**config.mk**
```make
export PLATFORM = sky130hd
export DESIGN_NAME = lc3b_mem_responder_flat
export DESIGN_NICKNAME = d
export VERILOG_FILES = /design/src/rtl/lc3b_mem_responder_pkg.sv /design/src/rtl/lc3b_mem_responder_if.sv /design/src/rtl/lc3b_mem_responder_array.sv /design/src/rtl/lc3b_mem_responder.sv /design/src/flat_wrapper.sv
export SDC_FILE = /design/constraint.sdc
export NUM_CORES = 2
export LEC_CHECK = 0
export BUFFER_PORTS_ARGS = -buffer_cell sky130_fd_sc_hd__buf_4
export CORE_AREA = 2 2 530 532
export DETAILED_ROUTE_END_ITERATION = 8
export DIE_AREA = 0 0 532 534
export PLACE_DENSITY = 0.75
export REMOVE_ABC_BUFFERS = 1
export SYNTH_ARGS = -nofsm -noshare
export SYNTH_HDL_FRONTEND = slang
export SYNTH_HIERARCHICAL = 1
export SYNTH_SLANG_ARGS = --single-unit
```
**constraint.sdc**
```tcl
create_clock -name clk -period 3.8 [get_ports clk]
set_clock_uncertainty 0.2 [all_clocks]
set_input_delay 0.38 -clock clk [delete_from_list [all_inputs] [get_ports clk]]
set_output_delay 0.38 -clock clk [all_outputs]
set_load 0.01 [all_outputs]
```
**src/rtl/lc3b_mem_responder_pkg.sv**
```systemverilog
// Shared LC-3b memory-side types: data word, byte mask and responder state.
package lc3b_types;

    typedef logic [15:0] lc3b_word;
    typedef logic [1:0]  lc3b_mem_wmask;

    typedef enum logic [1:0] {
        mem_idle,
        mem_busy,
        mem_resp_st
    } lc3b_mem_state;

endpackage

```
**src/rtl/lc3b_mem_responder_if.sv**
```systemverilog
// LC-3b memory handshake bundle: CPU side is the master, memory model the slave.
interface lc3b_mem_responder_if;
    import lc3b_types::*;

    logic          mem_read;
    logic          mem_write;
    lc3b_mem_wmask mem_wmask;
    lc3b_word      mem_address;
    lc3b_word      mem_wdata;
    logic          mem_resp;
    lc3b_word      mem_rdata;
    logic          protocol_err;

    modport master (
        output mem_read, mem_write, mem_wmask, mem_address, mem_wdata,
        input  mem_resp, mem_rdata, protocol_err
    );

    modport slave (
        input  mem_read, mem_write, mem_wmask, mem_address, mem_wdata,
        output mem_resp, mem_rdata, protocol_err
    );

endinterface

```
**src/rtl/lc3b_mem_responder_array.sv**
```systemverilog
// Word-organised storage with a combinational read port and a byte-enabled
// synchronous write port. Contents are deliberately left unreset.
module lc3b_mem_array
    import lc3b_types::*;
#(
    parameter int ADDR_BITS = 8
) (
    input  logic                 clk,
    input  logic                 we_i,
    input  logic [ADDR_BITS-1:0] idx_i,
    input  lc3b_mem_wmask        wmask_i,
    input  lc3b_word             wdata_i,
    output lc3b_word             rdata_o
);

    lc3b_word storage_q [2**ADDR_BITS];

    // Byte-lane write, each lane gated by its mask bit.
    always_ff @(posedge clk) begin
        if (we_i) begin
            if (wmask_i[0]) storage_q[idx_i][7:0]  <= wdata_i[7:0];
            if (wmask_i[1]) storage_q[idx_i][15:8] <= wdata_i[15:8];
        end
    end

    assign rdata_o = storage_q[idx_i];

endmodule

```
**src/rtl/lc3b_mem_responder.sv**
```systemverilog
// LC-3b memory responder: accepts one request at a time, answers after
// LATENCY cycles and flags initiator protocol violations (sticky).
//
//   state       | meaning
//   mem_idle    | waiting for exactly one of read/write
//   mem_busy    | request latched, latency counter running down
//   mem_resp_st | one-cycle mem_resp; write commits at the closing edge
module lc3b_mem_responder
    import lc3b_types::*;
#(
    parameter int ADDR_BITS = 8,
    parameter int LATENCY   = 4
) (
    input  logic                 clk,
    input  logic                 reset,
    lc3b_mem_responder_if.slave  mem
);

    localparam logic [3:0] CNT_LOAD = 4'(LATENCY - 1);

    lc3b_mem_state        state_q, state_d;
    logic [3:0]           cnt_q, cnt_d;
    logic                 op_write_q, op_write_d;
    logic [ADDR_BITS-1:0] idx_q, idx_d;
    lc3b_word             wdata_q, wdata_d;
    lc3b_mem_wmask        wmask_q, wmask_d;
    logic                 err_q, err_d;
    logic                 array_we;
    lc3b_word             array_rdata;
    logic                 unused_addr;

    // Upper address bits alias and bit0 selects a byte within the word.
    assign unused_addr = ^{mem.mem_address[15:ADDR_BITS+1], mem.mem_address[0]};

    // State and latched request registers; reset discards any in-flight request.
    always_ff @(posedge clk or posedge reset) begin
        if (reset) begin
            state_q    <= mem_idle;
            cnt_q      <= '0;
            op_write_q <= 1'b0;
            idx_q      <= '0;
            wdata_q    <= '0;
            wmask_q    <= '0;
            err_q      <= 1'b0;
        end else begin
            state_q    <= state_d;
            cnt_q      <= cnt_d;
            op_write_q <= op_write_d;
            idx_q      <= idx_d;
            wdata_q    <= wdata_d;
            wmask_q    <= wmask_d;
            err_q      <= err_d;
        end
    end

    // Next-state, request capture and violation detection.
    always_comb begin
        state_d    = state_q;
        cnt_d      = cnt_q;
        op_write_d = op_write_q;
        idx_d      = idx_q;
        wdata_d    = wdata_q;
        wmask_d    = wmask_q;
        err_d      = err_q;
        case (state_q)
            mem_idle: begin
                if (mem.mem_read && mem.mem_write) begin
                    err_d = 1'b1;
                end else if (mem.mem_read || mem.mem_write) begin
                    op_write_d = mem.mem_write;
                    idx_d      = mem.mem_address[ADDR_BITS:1];
                    wdata_d    = mem.mem_wdata;
                    wmask_d    = mem.mem_wmask;
                    cnt_d      = CNT_LOAD;
                    state_d    = (LATENCY == 1) ? mem_resp_st : mem_busy;
                end
            end
            mem_busy: begin
                // Dropping the request before mem_resp is an abort.
                if (!mem.mem_read && !mem.mem_write) begin
                    err_d   = 1'b1;
                    state_d = mem_idle;
                end else begin
                    cnt_d = cnt_q - 4'd1;
                    if (cnt_q == 4'd1) state_d = mem_resp_st;
                end
            end
            mem_resp_st: state_d = mem_idle;
            default:     state_d = mem_idle;
        endcase
    end

    assign array_we         = (state_q == mem_resp_st) && op_write_q;
    assign mem.mem_resp     = (state_q == mem_resp_st);
    assign mem.mem_rdata    = ((state_q == mem_resp_st) && !op_write_q) ? array_rdata : '0;
    assign mem.protocol_err = err_q;

    lc3b_mem_array #(
        .ADDR_BITS (ADDR_BITS)
    ) u_array (
        .clk     (clk),
        .we_i    (array_we),
        .idx_i   (idx_q),
        .wmask_i (wmask_q),
        .wdata_i (wdata_q),
        .rdata_o (array_rdata)
    );

endmodule

```
**src/flat_wrapper.sv**
```systemverilog
// flat-port wrapper written by rule: the top's interface ports become plain ports
module lc3b_mem_responder_flat import lc3b_types::*;
#(
    parameter int ADDR_BITS = 8,
    parameter int LATENCY   = 4
)
  (clk, reset, mem_mem_read, mem_mem_write, mem_mem_wmask, mem_mem_address, mem_mem_wdata, mem_mem_resp, mem_mem_rdata, mem_protocol_err);
  lc3b_mem_responder_if mem_i ();
  input  logic clk;
  input  logic reset;
  input wire logic [$bits(mem_i.mem_read)-1:0] mem_mem_read;
  input wire logic [$bits(mem_i.mem_write)-1:0] mem_mem_write;
  input wire logic [$bits(mem_i.mem_wmask)-1:0] mem_mem_wmask;
  input wire logic [$bits(mem_i.mem_address)-1:0] mem_mem_address;
  input wire logic [$bits(mem_i.mem_wdata)-1:0] mem_mem_wdata;
  output wire logic [$bits(mem_i.mem_resp)-1:0] mem_mem_resp;
  output wire logic [$bits(mem_i.mem_rdata)-1:0] mem_mem_rdata;
  output wire logic [$bits(mem_i.protocol_err)-1:0] mem_protocol_err;
  assign mem_i.mem_read = mem_mem_read;
  assign mem_i.mem_write = mem_mem_write;
  assign mem_i.mem_wmask = mem_mem_wmask;
  assign mem_i.mem_address = mem_mem_address;
  assign mem_i.mem_wdata = mem_mem_wdata;
  assign mem_mem_resp = mem_i.mem_resp;
  assign mem_mem_rdata = mem_i.mem_rdata;
  assign mem_protocol_err = mem_i.protocol_err;
  lc3b_mem_responder #(.ADDR_BITS(ADDR_BITS), .LATENCY(LATENCY)) u_core (.clk(clk), .reset(reset), .mem(mem_i));
endmodule
```
==> out/results.txt <==
DP Area = 168000 um2
Critical Path Source = u_core/idx_q[0]
power share of the clock group = 26.9%
sequential cell area fraction in the yosys report = 78.4%
Worst-Skew Late Latency = 0.90 ns
share of layout cells above drive strength 1 = 34.1%
failing checks = setup timing
DRC errors left = 0
nets = 8049
Setup Viol. Count Final = 16
IO Count = 56
commonest register cell after synthesis = edfxtp_1
global route total overflow = 0
Syn Area/Cell = 22.1 um2
Async SR Flop Fraction = 0.823%
placed cells = 11200
sw frac = 31.6%
final instance area = 184000 um2
Initial Util = 56.8%
Non-Filler Instances = 12000
Post-DRT Antenna Nets = 0
Port Buf Inserts = 47
fin crit share = 124%
leakage power = 57.8 nW
Hold WC Path Type = primary input to flop
P_int = 98.2 mW
post-detailed-routing wire length = 402 mm
post-layout min period = 4.72 ns
Worst path slowest cell = mux4_2
initial antenna violation count = 12
DR vias/cell = 6.76
critical path data arrival time = 4.14 ns
core box area = 278000 um2
post-route setup slack = -0.923 ns
Die W = 532 um
CP required = 3.22 ns
Switching Power = 45.3 mW
most frequent cells in the layout = edfxtp_1, mux4_2, buf_4, nor2_1, clkbuf_16
element type at the critical path start = flop
Hold Vio Cnt, Final = 0
Mapped Cells = 7135
largest net degree at the start of global routing = 161
Setup Crit Path Kind = flop to primary output
clock buffer depth = 4
most used cell, CP = buf_4
Worst-Margin Slew = 1.28 ns
row count = 194
CP peak stage delay = 0.51 ns
Synth Register Bits = 4130
worst-path cell chain = buf_12 -> buf_4 -> buf_16 -> buf_16 -> buf_12 -> mux4_2 -> a22oi_2 -> a21oi_2 -> o41ai_2 -> buf_4 -> nand4_1 -> and2_4 -> buf_4
number of synthesized flops with an enable pin = 4096
crit end category = primary output
Final GP Congestion = 0.850
vias in the first global route = 82000
Max Fclk = 212 MHz
hold wc startpoint = mem_mem_wdata[8]
cts bufs inserted = 386
H-tree depth = 5
commonest non-fill, non-tap cell in the layout = edfxtp_1
die area = 284000 um2
PwrDens = 778 nW/um2
height of the die = 534 um
layout filler cell count = 16500
via count = 81400
relative slew slack = 14.9%
Synth cell types = 40
RSZ-0062 raised after global routing = yes
Seq pwr share = 41.3%
hpwl dp = 225 mm
Largest delay share family, worst path = buffers and inverters
Buffers & Inverters on Critical Path = 7
Total GRT Usage = 27.8%
worst vdd ir = 730 uV
P&R area growth vs syn = 16.6%
Max FO, Critical Path = 9
CTS Sinks = 4130
first-pass GRT wire length = 573 mm
DRT Pass-1 Iters = 8
DRT iter0 DRCs = 12000
WL/cell = 33.4 um
post-synthesis cell area = 158000 um2
Final Max Tran Viols = 0
CTS root buf = clkbuf_16
Yosys Warn Count = 6
TritonCTS clock tree = built
clock slew seen by the registers of the worst setup and hold paths = 0.06 ns
combinational fraction of design power = 31.7%
reg2reg start = u_core/idx_q[6]
max_cap viols = 0
outcome = finished, violations left
[cells by family after synthesis]
logic type,count (synthesis),share of synthesized area [%]
buf+inv,466,1.40
fa+ha+maj,4,0.0317
compound gates,839,3.68
flops,4130,78.4
mux,1052,14.8
simple gates,644,1.68
[power by group through the flow]
| stage | Combinational [mW] | Clock [mW] | Sequential (mW) |
|---|---|---|---|
| after floorplan | 10.6 | 0 | 63.5 |
| after global placement | 39.3 | 0 | 60.0 |
| after detailed placement | 40.3 | 0 | 60.2 |
| after CTS | 43.4 | 38.9 | 59.2 |
| after global routing | 47.2 | 40.5 | 59.3 |
| final | 45.5 | 38.6 | 59.3 |
[final cells by class]
| cell class | instances | area [um2] | area share, % |
|---|---|---|---|
| Clock buffer | 468 | 10100 | 5.48 |
| Multi-Input combinational cell | 2539 | 33500 | 18.2 |
| Clock inverter | 228 | 2380 | 1.29 |
| Sequential cell | 4130 | 124000 | 67.2 |
| Timing Repair Buffer | 945 | 9730 | 5.28 |
| Antenna cell | 4 | 10.0 | 0.00543 |
| Tap cell | 3724 | 4660 | 2.53 |
| Inverter | 5 | 18.8 | 0.0102 |
[final timing paths]
| path | end | slack, ns | depth (start not counted) |
|---|---|---|---|
| worst min-delay path | u_core/wdata_q[8] | 0.06 | 3 |
| min in group asynchronous | u_core/wdata_q[8] | 0.49 | 5 |
| max in group asynchronous | u_core/idx_q[1] | 2.55 | 5 |
| worst max-delay path | mem_mem_rdata[8] | -0.92 | 13 |
| worst min register to register | u_core/mem.protocol_err | 0.29 | 1 |
| worst max register to register | u_core/u_array/storage_q[90][3] | 0.09 | 4 |
[worst reg2reg max path, cell delays in order, from the launching register on]
cell and delay, ns:
dfrtp_1 0.65, nor2b_2 0.24, buf_4 0.47, nand3_1 0.82
nor2_1 1.00
[sequential cells by signal, summed over array words and instances, names as in the netlist]
name,cells
u_core/wdata_q,16
u_core/idx_q,8
u_core/cnt_q,4
u_core/u_array/storage_q,4096
u_core/op_write_q,1
u_core/state_q,2
u_core/mem.protocol_err,1
u_core/wmask_q,2
[Yosys cell counts (9+ instances only)]
cell	n	area, um2
mux2_4	20	300
nand3_1	32	160
a22oi_1	512	3840
and2_1	20	125
dfrtp_1	34	851
mux4_2	1024	23100
a21oi_1	257	1290
nor2_1	519	1950
buf_2	61	305
clkbuf_1	271	1020
nand4_1	24	150
o41ai_1	54	473
buf_6	30	338
buf_4	32	240
nand2_1	27	101
o41ai_2	10	163
edfxtp_1	4096	123000
nor2b_1	9	56.3
buf_1	64	240
[metrics by stage]
stage	hold slack [ns]	power, mW	util (%)	setup TNS, ns	setup WS [ns]
4_1_cts	0.00789	141	65.7	-14.60	-0.940
5_1_grt	0.0495	147	66.2	-15.11	-0.985
3_3_place_gp	0.282	99.3	60.5	-1.66	-0.474
6_report	0.0586	143	66.2	-13.96	-0.923
3_5_place_dp	0.277	101	60.5	-2.10	-0.470
2_1_floorplan	0.272	74.1	-	-	-46.63
[routing by layer]
layer  part of all wire [%]  global-route usage (%)  vias to the layer above  wire length, um
met5                  0.015                       0                        -               60
met4                    5.1                    13.2                       10            20600
met3                     10                    4.60                     1010            41100
met2                     50                    45.6                     5743           201000
met1                     35                    36.8                    42600           139000
li1                       -                       -                    32000                -
[what timing repair did]
| item | 4_1_cts | 5_1_grt |
|---|---|---|
| endpoints found under the hold margin | 66 | 0 |
| gates cloned | 16 | 11 |
| setup endpoints to repair | 24 | 48 |
| hold buffers | 30 | 0 |
| pin swaps | 19 | 31 |
| buffers inserted | 25 | 66 |
| gates resized for setup | 211 | 152 |
Power figures use the tool's default switching activity.
